--- config.mk ---
export PLATFORM = sky130hd
export DESIGN_NAME = prbs_block_generator
export DESIGN_NICKNAME = d
export VERILOG_FILES = /design/src/rtl/prbs_block_generator.sv
export SDC_FILE = /design/constraint.sdc
export NUM_CORES = 1
export LEC_CHECK = 0
export CORE_MARGIN = 5
export CORE_UTILIZATION = 42
export CTS_BUF_LIST = sky130_fd_sc_hd__clkbuf_2
export CTS_CLUSTER_DIAMETER = 50
export CTS_CLUSTER_SIZE = 20
export DETAILED_ROUTE_END_ITERATION = 12
export HOLD_SLACK_MARGIN = 0.12
export SLEW_MARGIN = 20
export SYNTH_ARGS = -nofsm -noshare
export SYNTH_HDL_FRONTEND = slang
export SYNTH_SLANG_ARGS = --single-unit
--- constraint.sdc ---
create_clock -name i_clock -period 2.25 [get_ports i_clock]
set_input_delay 0.45 -clock i_clock [delete_from_list [all_inputs] [get_ports i_clock]]
set_output_delay 0.45 -clock i_clock [all_outputs]
set_load 0.005 [all_outputs]
--- src/rtl/prbs_block_generator.sv ---
// prbs_block_generator: N_LANES-byte test-block source (PRBS11 / counter / fixed / zero) with
// a valid/ready output. Lane-0 error injection exists only when PRBS_ERR_INJECT_EN is defined.
module prbs_block_generator #(
   parameter int          N_LANES        = 8,
   parameter logic [10:0] SEED           = 11'h7FF,
   parameter logic [10:0] LANE_SEED_STEP = 11'h0A5,
   parameter int          CNT_W          = 32
) (
   input  logic                 i_clock,
   input  logic                 i_reset,
   input  logic                 i_enable,
   input  logic                 i_restart,
   input  logic [1:0]           i_mode,
   input  logic [7:0]           i_pattern,
   input  logic                 i_ready,
`ifdef PRBS_ERR_INJECT_EN
   input  logic                 i_inject,
`endif
   output logic [8*N_LANES-1:0] o_data_block,
   output logic                 o_valid,
   output logic [CNT_W-1:0]     o_block_count
);

   localparam logic [CNT_W-1:0] CNT_ONE = CNT_W'(1);

   // A zero seed would lock the LFSR, so it is replaced by all-ones.
   function automatic logic [10:0] lane_seed(input int k);
      logic [10:0] s;
      s = SEED ^ 11'(k * int'(LANE_SEED_STEP));
      return (s == 11'd0) ? 11'h7FF : s;
   endfunction

   function automatic logic [18:0] prbs_step8(input logic [10:0] s_in);
      logic [10:0] s;
      logic [7:0]  b;
      logic        nb;
      s = s_in;
      b = '0;
      for (int i = 0; i < 8; i++) begin
         nb       = s[10] ^ s[8];
         b[7 - i] = nb;
         s        = {s[9:0], nb};
      end
      return {s, b};
   endfunction

   logic [10:0]          lfsr_q   [N_LANES];
   logic [10:0]          lfsr_d   [N_LANES];
   logic [10:0]          lfsr_adv [N_LANES];
   logic [7:0]           prbs_b   [N_LANES];
   logic [7:0]           lane_b   [N_LANES];
   logic [8*N_LANES-1:0] blk;
   logic [8*N_LANES-1:0] data_q, data_d;
   logic [7:0]           gen_cnt_q, gen_cnt_d;
   logic                 valid_q, valid_d;
   logic [CNT_W-1:0]     cnt_q, cnt_d;
   logic                 gen, accept;
`ifdef PRBS_ERR_INJECT_EN
   logic                 inj_q, inj_d;
`endif

   assign gen    = i_enable && (!valid_q || i_ready);
   assign accept = valid_q && i_ready;

   always_comb begin
      blk = '0;
      for (int k = 0; k < N_LANES; k++) begin
         {lfsr_adv[k], prbs_b[k]} = prbs_step8(lfsr_q[k]);
         case (i_mode)
            2'd0:    lane_b[k] = prbs_b[k];
            2'd1:    lane_b[k] = gen_cnt_q + 8'(k);
            2'd2:    lane_b[k] = i_pattern;
            default: lane_b[k] = 8'h00;
         endcase
         blk[8*(N_LANES-1-k) +: 8] = lane_b[k];
      end
`ifdef PRBS_ERR_INJECT_EN
      // Flip only the emitted bit; the LFSR advance above is untouched.
      if (inj_q) blk[8*(N_LANES-1)] = ~blk[8*(N_LANES-1)];
`endif
   end

   always_comb begin
      lfsr_d    = lfsr_q;
      data_d    = data_q;
      gen_cnt_d = gen_cnt_q;
      valid_d   = valid_q;
      cnt_d     = cnt_q;
`ifdef PRBS_ERR_INJECT_EN
      inj_d     = inj_q;
`endif
      if (i_restart) begin
         for (int k = 0; k < N_LANES; k++) lfsr_d[k] = lane_seed(k);
         gen_cnt_d = '0;
         valid_d   = 1'b0;
         cnt_d     = '0;
`ifdef PRBS_ERR_INJECT_EN
         inj_d     = 1'b0;
`endif
      end else begin
         if (gen) begin
            data_d    = blk;
            valid_d   = 1'b1;
            gen_cnt_d = gen_cnt_q + 8'd1;
            if (i_mode == 2'd0) lfsr_d = lfsr_adv;
         end else if (accept) begin
            valid_d = 1'b0;
         end
         if (accept) cnt_d = cnt_q + CNT_ONE;
`ifdef PRBS_ERR_INJECT_EN
         inj_d = (inj_q && !gen) || i_inject;
`endif
      end
   end

   always_ff @(posedge i_clock or negedge i_reset) begin
      if (!i_reset) begin
         for (int k = 0; k < N_LANES; k++) lfsr_q[k] <= lane_seed(k);
         data_q    <= '0;
         gen_cnt_q <= '0;
         valid_q   <= 1'b0;
         cnt_q     <= '0;
`ifdef PRBS_ERR_INJECT_EN
         inj_q     <= 1'b0;
`endif
      end else begin
         lfsr_q    <= lfsr_d;
         data_q    <= data_d;
         gen_cnt_q <= gen_cnt_d;
         valid_q   <= valid_d;
         cnt_q     <= cnt_d;
`ifdef PRBS_ERR_INJECT_EN
         inj_q     <= inj_d;
`endif
      end
   end

   assign o_data_block  = data_q;
   assign o_valid       = valid_q;
   assign o_block_count = cnt_q;

endmodule

==> results of run 1 <==
through the flow:
| stage | worst slack, ns | power (mW) | instance area, um2 | hold WS [ns] |
|---|---|---|---|---|
| 2_1_floorplan | 0.1449 | 4.598 | 9902 | 0.1544 |
| 3_3_place_gp | -0.4137 | 5.432 | 11810 | 0.4301 |
| 3_5_place_dp | -0.4200 | 5.448 | 11810 | 0.4303 |
| 4_1_cts | 0.0005663 | 7.331 | 12290 | 0.1221 |
| 5_1_grt | -0.01538 | 7.700 | 12780 | 0.3577 |
| 6_report | 0.08419 | 7.332 | 12780 | 0.4194 |
final cells by class:
cell class | count | area [um2] | share of cell area, %
multi-input cells | 717 | 4682 | 36.65
well taps | 319 | 399.1 | 3.124
clock buffers | 17 | 85.08 | 0.6659
repair buffers | 251 | 2484 | 19.44
inverters | 12 | 45.04 | 0.3526
diodes | 1 | 2.502 | 0.01959
flip-flops and latches | 193 | 4898 | 38.34
clock inverters | 15 | 180.2 | 1.410
synth_stat cells (all sizes together) (2+ instances only):
master and instances:
and4 7, mux2 2, a31oi 6, nor2b 6
nand4 10, o221ai 2, and3 2, nand3 15
inv 11, nand2b 3, a221oi 10, nor2 103
nand3b 17, a211o 36, a221o 25, nand2 101
buf 14, a21oi 49, o31ai 17, a22oi 3
o21ai 63, xnor2 93, or3 7, a21boi 2
o21a 20, or4 18, nor4 4, clkbuf 69
xor2 19, and2 2, dfstp 50, nor3 7
a2111oi 11, ha 11, a211oi 6, o2bb2ai 30
dfrtp 143
state kept, by name, indices dropped and copies added, names as in the netlist:
name	cells
o_block_count	32
lfsr_q	64
o_data_block	64
o_valid	1
gen_cnt_q	8
lfsr_adv	24
repair_timing:
item / in CTS / in global routing
hold endpoints to repair: 170 / 5
endpoints found under the setup margin: 30 / 82
gates resized for setup: 13 / 77
hold buffers: 3 / 1
buffers inserted: 26 / 36
worst min-delay path: stages:
cell and delay, ns:
clkdlybuf4s50_1 0.42, buf_4 0.18, nand3_1 0.09, a21oi_1 0.06
metal layers:
metal	up-vias	part of all wire (%)	GRT usage, %
met4	0	2.9	7.549
met5	-	0	0
met1	4090	46	31.28
li1	3983	-	-
met2	217	46	34.34
met3	40	4.6	3.634
power groups by stage:
stage | Sequential [mW] | Clock, mW | Combinational (mW)
2_1_floorplan | 4.00 | 0 | 0.601
4_1_cts | 3.97 | 1.93 | 1.44
5_1_grt | 3.99 | 2.07 | 1.64
3_5_place_dp | 4.02 | 0 | 1.43
6_report | 3.95 | 1.88 | 1.50
3_3_place_gp | 4.02 | 0 | 1.41
worst paths after layout:
check,start,to,slack [ns],depth (start not counted)
min reg2reg,lfsr_adv[75]$_DFFE_PN1P_,lfsr_q[75]$_DFFE_PN1P_,0.48,2
max in group asynchronous,i_reset,lfsr_adv[64]$_DFFE_PN0P_,0.39,4
min in group asynchronous,i_reset,lfsr_adv[74]$_DFFE_PN0P_,0.67,3
max,o_data_block[52]$_DFFE_PN0P_,o_data_block[52],0.08,1
max reg2reg,o_block_count[2]$_DFFE_PN0P_,o_block_count[19]$_DFFE_PN0P_,0.10,6
min,i_enable,gen_cnt_q[1]$_DFFE_PN0P_,0.42,4
kinds of logic after synthesis:
logic type / Yosys count / share of synthesized area, %
AO/OA/AOI/OAI: 286 / 20.56
XOR/XNOR: 112 / 9.906
adder cells (fa/ha/maj): 11 / 1.390
buffers and inverters: 95 / 3.753
flip-flops: 193 / 49.41
multiplexers: 3 / 0.3285
AND/OR/NAND/NOR: 305 / 14.66
==> impl_metrics.env, run 1 <==
export IMPL_area_delta_synth_final_pct=29.02
export IMPL_seq_area_frac_synth_pct=49.41
export IMPL_post_drt_wl_per_cell_um=19.59
export IMPL_die_w_um=163.5
export IMPL_syn_inst=1005
export IMPL_post_route_period_util_pct=96.26
export IMPL_clock_fmax_ghz=0.4617
export IMPL_critical_path_required_ns=1.80
export IMPL_p_comb_share_pct=20.5
export IMPL_rsz0062_at_grt="true"
export IMPL_drive_gt1_share_pct=19.50
export IMPL_cts_buffers=17
export IMPL_rows=56
export IMPL_hold_viol=0
export IMPL_syn_area_mm2=0.009902
export IMPL_ir_drop_mv=0.3791
export IMPL_place_hpwl_um=21150
export IMPL_cp_num_buf_inv=1
export IMPL_clk_pin_slew_ns=0.28
export IMPL_gp_congestion=0.8739
export IMPL_grt_first_pass_wirelength_um=45980
export IMPL_min_period_ns=2.166
export IMPL_layout_core_utilization_pct=54.76
export IMPL_synth_edf_count=0
export IMPL_ioPinCount=112
export IMPL_hold_path_class="in -> reg"
export IMPL_path_class="reg -> out"
export IMPL_tns_ns=0
export IMPL_cp_top_family="buffers and inverters"
export IMPL_syn_avg_cell_area_um2=9.853
export IMPL_drcViolationCount=0
export IMPL_synth_net_count=1031
export IMPL_run_status="complete, no violations"
export IMPL_nets=1218
export IMPL_synth_top_cell_area_share_pct=36.14
export IMPL_ys_async_sr_fraction_pct=100.0
export IMPL_final_cells=1525
export IMPL_fillers=2094
export IMPL_final_common_cell="dfrtp_1"
export IMPL_placedCellCount=1426
export IMPL_arrival_ns=1.72
export IMPL_grt_pass1_vias=7967
export IMPL_clockBufferDepth=2
export IMPL_layout_common_cells="dfrtp_1, buf_4, nor2_1"
export IMPL_critPathMaxFanout=2
export IMPL_chipHeight_um=163.5
export IMPL_post_drt_via_cell_ratio=5.462
export IMPL_leakage_nw=6.166
export IMPL_tightest_slew_ns=0.6924
export IMPL_p_sw_mw=2.242
export IMPL_cts_tree="built"
export IMPL_slew_violations=0
export IMPL_pwr_share_clk_pct=25.6
export IMPL_core_area_mm2=0.02333
export IMPL_worstSetupEndpointType="output pin"
export IMPL_grt_usage_pct=22.02
export IMPL_crit_chain="clkdlybuf4s50_1"
export IMPL_antenna_found_initial=1
export IMPL_via_count=8330
export IMPL_grt_start_max_net_pins=102
export IMPL_maxCapViolations=0
export IMPL_skew_ns=0.04375
export IMPL_slew_headroom_pct=53.67
export IMPL_switching_share_pct=30.57
export IMPL_dr_pass1_iters=5
export IMPL_initial_utilization_pct=42.44
export IMPL_start_kind="register"
export IMPL_port_buffers=111
export IMPL_crit_path_max_incr_delay_ns=0.51
export IMPL_cts_sinks=193
export IMPL_clk_latency_ns=0.78
export IMPL_seqPwrFrac_pct=53.9
export IMPL_powerDensity_mw_per_mm2=573.9
export IMPL_root_buffer="clkbuf_2"
export IMPL_synth_cell_types=53
export IMPL_h_tree_depth=4
export IMPL_p_int_mw=5.090
export IMPL_setup_viol=0
export IMPL_dr_first_iter_drc_count=614
export IMPL_synth_area_leaders="dfrtp_1, dfstp_2, xnor2_1"
export IMPL_slowest_stage="clkdlybuf4s50_1"
export IMPL_synth_main_ff_cell="dfrtp_1"
export IMPL_ys_warnings_count=0
export IMPL_wl_um=29880
export IMPL_synth_largest_area_cell="dfrtp_1"
export IMPL_antenna_left=0
export IMPL_grt_overflow=0
export IMPL_die_area_mm2=0.02675
export IMPL_synth_seq_cells=193
Note: power is estimated with default switching activity, not from simulation.
==> inputs of run 2 (changes only) <==
CORE_ASPECT_RATIO = 1.75   (was not set)
GPL_TIMING_DRIVEN = 0   (was not set)
HOLD_SLACK_MARGIN = 0.05   (was 0.12)
==> run 2 against run 1 <==
  * Clock skew up 0.0096 ns
  * First-iteration DRC count down 20%
  * Utilization down 2.2 points
  * Non-clock buffer count up 2
  * Cell count down 0.85%
  * Cell area down 4.0%
  * Combinational power down 3%
  * Maximum frequency down 2.4%
  * Worst setup slack worse by 0.053 ns
  * Sequential share of layout area up 1.6 points
  * Clock power down 7%
  * Critical endpoint is now o_data_block[49]$_DFFE_PN0P_
  * Largest cell class unchanged
==> impl_metrics.env, run 2 (synthesis gave the netlist of run 1 again) <==
export IMPL_powerDensity_mw_per_mm2=582.8
export IMPL_grt_pass1_vias=8748
export IMPL_final_common_cell="dfrtp_1"
export IMPL_slowest_stage="clkdlybuf4s50_1"
export IMPL_final_cells=1512
export IMPL_cts_tree="built"
export IMPL_setup_viol=0
export IMPL_fillers=2275
export IMPL_core_area_mm2=0.02333
export IMPL_cts_buffers=17
export IMPL_post_drt_via_cell_ratio=5.691
export IMPL_gr_usage_met1_pct=28.16
export IMPL_grt_usage_pct=26.14
export IMPL_root_buffer="clkbuf_2"
export IMPL_grt_start_max_net_pins=93
export IMPL_run_status="complete, no violations"
export IMPL_nets=1220
export IMPL_dr_pass1_iters=6
export IMPL_rsz0062_at_grt="true"
export IMPL_maxCapViolations=0
export IMPL_post_drt_wl_per_cell_um=22.94
export IMPL_initial_utilization_pct=42.44
export IMPL_holdWs_ns=0.3563
export IMPL_crit_start="i_enable"
export IMPL_clk_latency_ns=0.88
export IMPL_cp_depth=8
export IMPL_slew_violations=0
export IMPL_skew_ns=0.05333
export IMPL_dr_first_iter_drc_count=493
export IMPL_placed_cell_area_mm2=0.01144
export IMPL_via_count=8605
export IMPL_antenna_left=0
export IMPL_globalRouteMet2Util_pct=48.56
export IMPL_layout_common_cells="dfrtp_1, nor2_1, nand2_1"
export IMPL_min_period_ns=2.219
export IMPL_grt_overflow=0
export IMPL_die_area_mm2=0.02687
export IMPL_register_area_mm2=0.004900
export IMPL_crit_path_max_incr_delay_ns=0.68
export IMPL_crit_chain="clkdlybuf4s50_1, clkinv_1, or3_1, buf_2, buf_4, buf_2, a221oi_1, nor2_1"
export IMPL_rr_worst_depth=7
export IMPL_critPathMaxFanout=10
export IMPL_rows=74
export IMPL_place_hpwl_um=26300
export IMPL_leakage_nw=5.178
export IMPL_cp_endpoint="o_data_block[49]$_DFFE_PN0P_"
export IMPL_h_tree_depth=4
export IMPL_area_delta_synth_final_pct=23.84
export IMPL_slew_headroom_pct=30.54
export IMPL_cts_sinks=193
export IMPL_crit_top_cell="buf_2"
export IMPL_clk_pin_slew_ns=0.28
export IMPL_chipHeight_um=213.1
export IMPL_placedCellCount=1421
export IMPL_gp_congestion=0.9741
export IMPL_tightest_slew_ns=1.038
export IMPL_drcViolationCount=0
export IMPL_reg2reg_from="gen_cnt_q[1]$_DFFE_PN0P_"
export IMPL_hold_viol=0
export IMPL_worstSetupEndpointType="register"
export IMPL_cp_num_buf_inv=5
export IMPL_path_class="in -> reg"
export IMPL_clockBufferDepth=2
export IMPL_post_route_period_util_pct=98.61
export IMPL_drive_gt1_share_pct=16.40
export IMPL_arrival_ns=3.04
export IMPL_hold_path_class="in -> reg"
export IMPL_grt_use_met3_pct=4.406
export IMPL_cp_top_family="buffers and inverters"
export IMPL_grt_busiest_layer="met2"
export IMPL_fin_area_mm2=0.01226
export IMPL_critical_path_required_ns=3.07
export IMPL_r2r_end="o_data_block[7]$_DFFE_PN0P_"
export IMPL_wl_um=34690
export IMPL_ff2ff_setup_slack_ns=0.05
export IMPL_multi_input_area_mm2=0.004807
export IMPL_clock_fmax_ghz=0.4507
export IMPL_ioPinCount=112
export IMPL_ir_drop_mv=0.3920
export IMPL_grt_first_pass_wirelength_um=53160
export IMPL_die_w_um=126.1
export IMPL_port_buffers=110
export IMPL_start_kind="primary input"
export IMPL_antenna_found_initial=1
-- run 2: cell types whose count changed in the layout (fill, tap and decap cells not counted), sizes merged --
cell and delta:
dlygate4sd2 +87, dlymetal6s2s -73, clkbuf +70, buf -62
clkdlybuf4s50 -16, clkdlybuf4s15 +2, dlygate4sd3 -2, inv -2
clkinv -1, clkinvlp -1
-- run 2: stage by stage --
stage	TNS (ns)	total power [mW]	setup WS, ns	util (%)
6_report	0	7.147	0.03131	52.56
5_1_grt	-0.04233	7.483	-0.01854	52.56
4_1_cts	0	7.198	0.00001865	52.08
3_5_place_dp	-130.28	5.445	-1.169	49.05
3_3_place_gp	-1446.03	5.417	-7.524	48.79
2_1_floorplan	0	4.598	0.1449	-
-- run 2: how the worst min path moves through the flow --
| stage | startpoint | to | cells after the start |
|---|---|---|---|
| after global routing | i_mode[1] | o_data_block[38]$_DFFE_PN0P_ | 4 |
| after CTS | i_mode[1] | o_data_block[38]$_DFFE_PN0P_ | 4 |
| after floorplan | i_reset | gen_cnt_q[0]$_DFFE_PN0P_ | 0 |
| after detailed placement | i_reset | o_block_count[7]$_DFFE_PN0P_ | 1 |
| final | i_mode[1] | o_data_block[38]$_DFFE_PN0P_ | 4 |
| after global placement | o_data_block[43]$_DFFE_PN0P_ | o_data_block[43]$_DFFE_PN0P_ | 2 |
-- run 2: routing by layer --
layer  share of wire (%)  wire (um)
met5                   0          0
met4                 4.9       1702
met3                 4.0       1401
met2                  54      18620
met1                  37      12960
-- run 2: tightest hold or removal path: cells and delay by family --
kind,cells,cell delay [ns]
AND/OR/NAND/NOR,1,0.20
buffers and inverters,1,0.29
AO/OA/AOI/OAI,2,0.30
-- run 2: final cells by class --
class                   count  share of cell area, %
flip-flops and latches    193                  39.96
multi-input cells         717                  39.20
repair buffers            172                  12.71
well taps                 304                  3.102
plain buffers              81                  2.847
clock inverters            11                 0.9387
clock buffers              21                 0.8571
inverters                  12                 0.3673
diodes                      1                0.02041
-- run 2: power by group --
| group | switching, mW | total, mW | internal (mW) |
|---|---|---|---|
| registers | 0.175 | 3.94 | 3.77 |
| logic | 0.810 | 1.45 | 0.644 |
| clock network | 1.23 | 1.75 | 0.521 |
| total | 2.21 | 7.15 | 4.93 |
-- run 2: what timing repair did --
item / CTS / global route
endpoints found under the setup margin: 213 / 75
resized for setup: 142 / 31
cloned: 0 / 1
hold endpoints to repair: 101 / 0
buffers inserted: 53 / 3
pin swaps: 1 / 5
hold buffers: 3 / 0
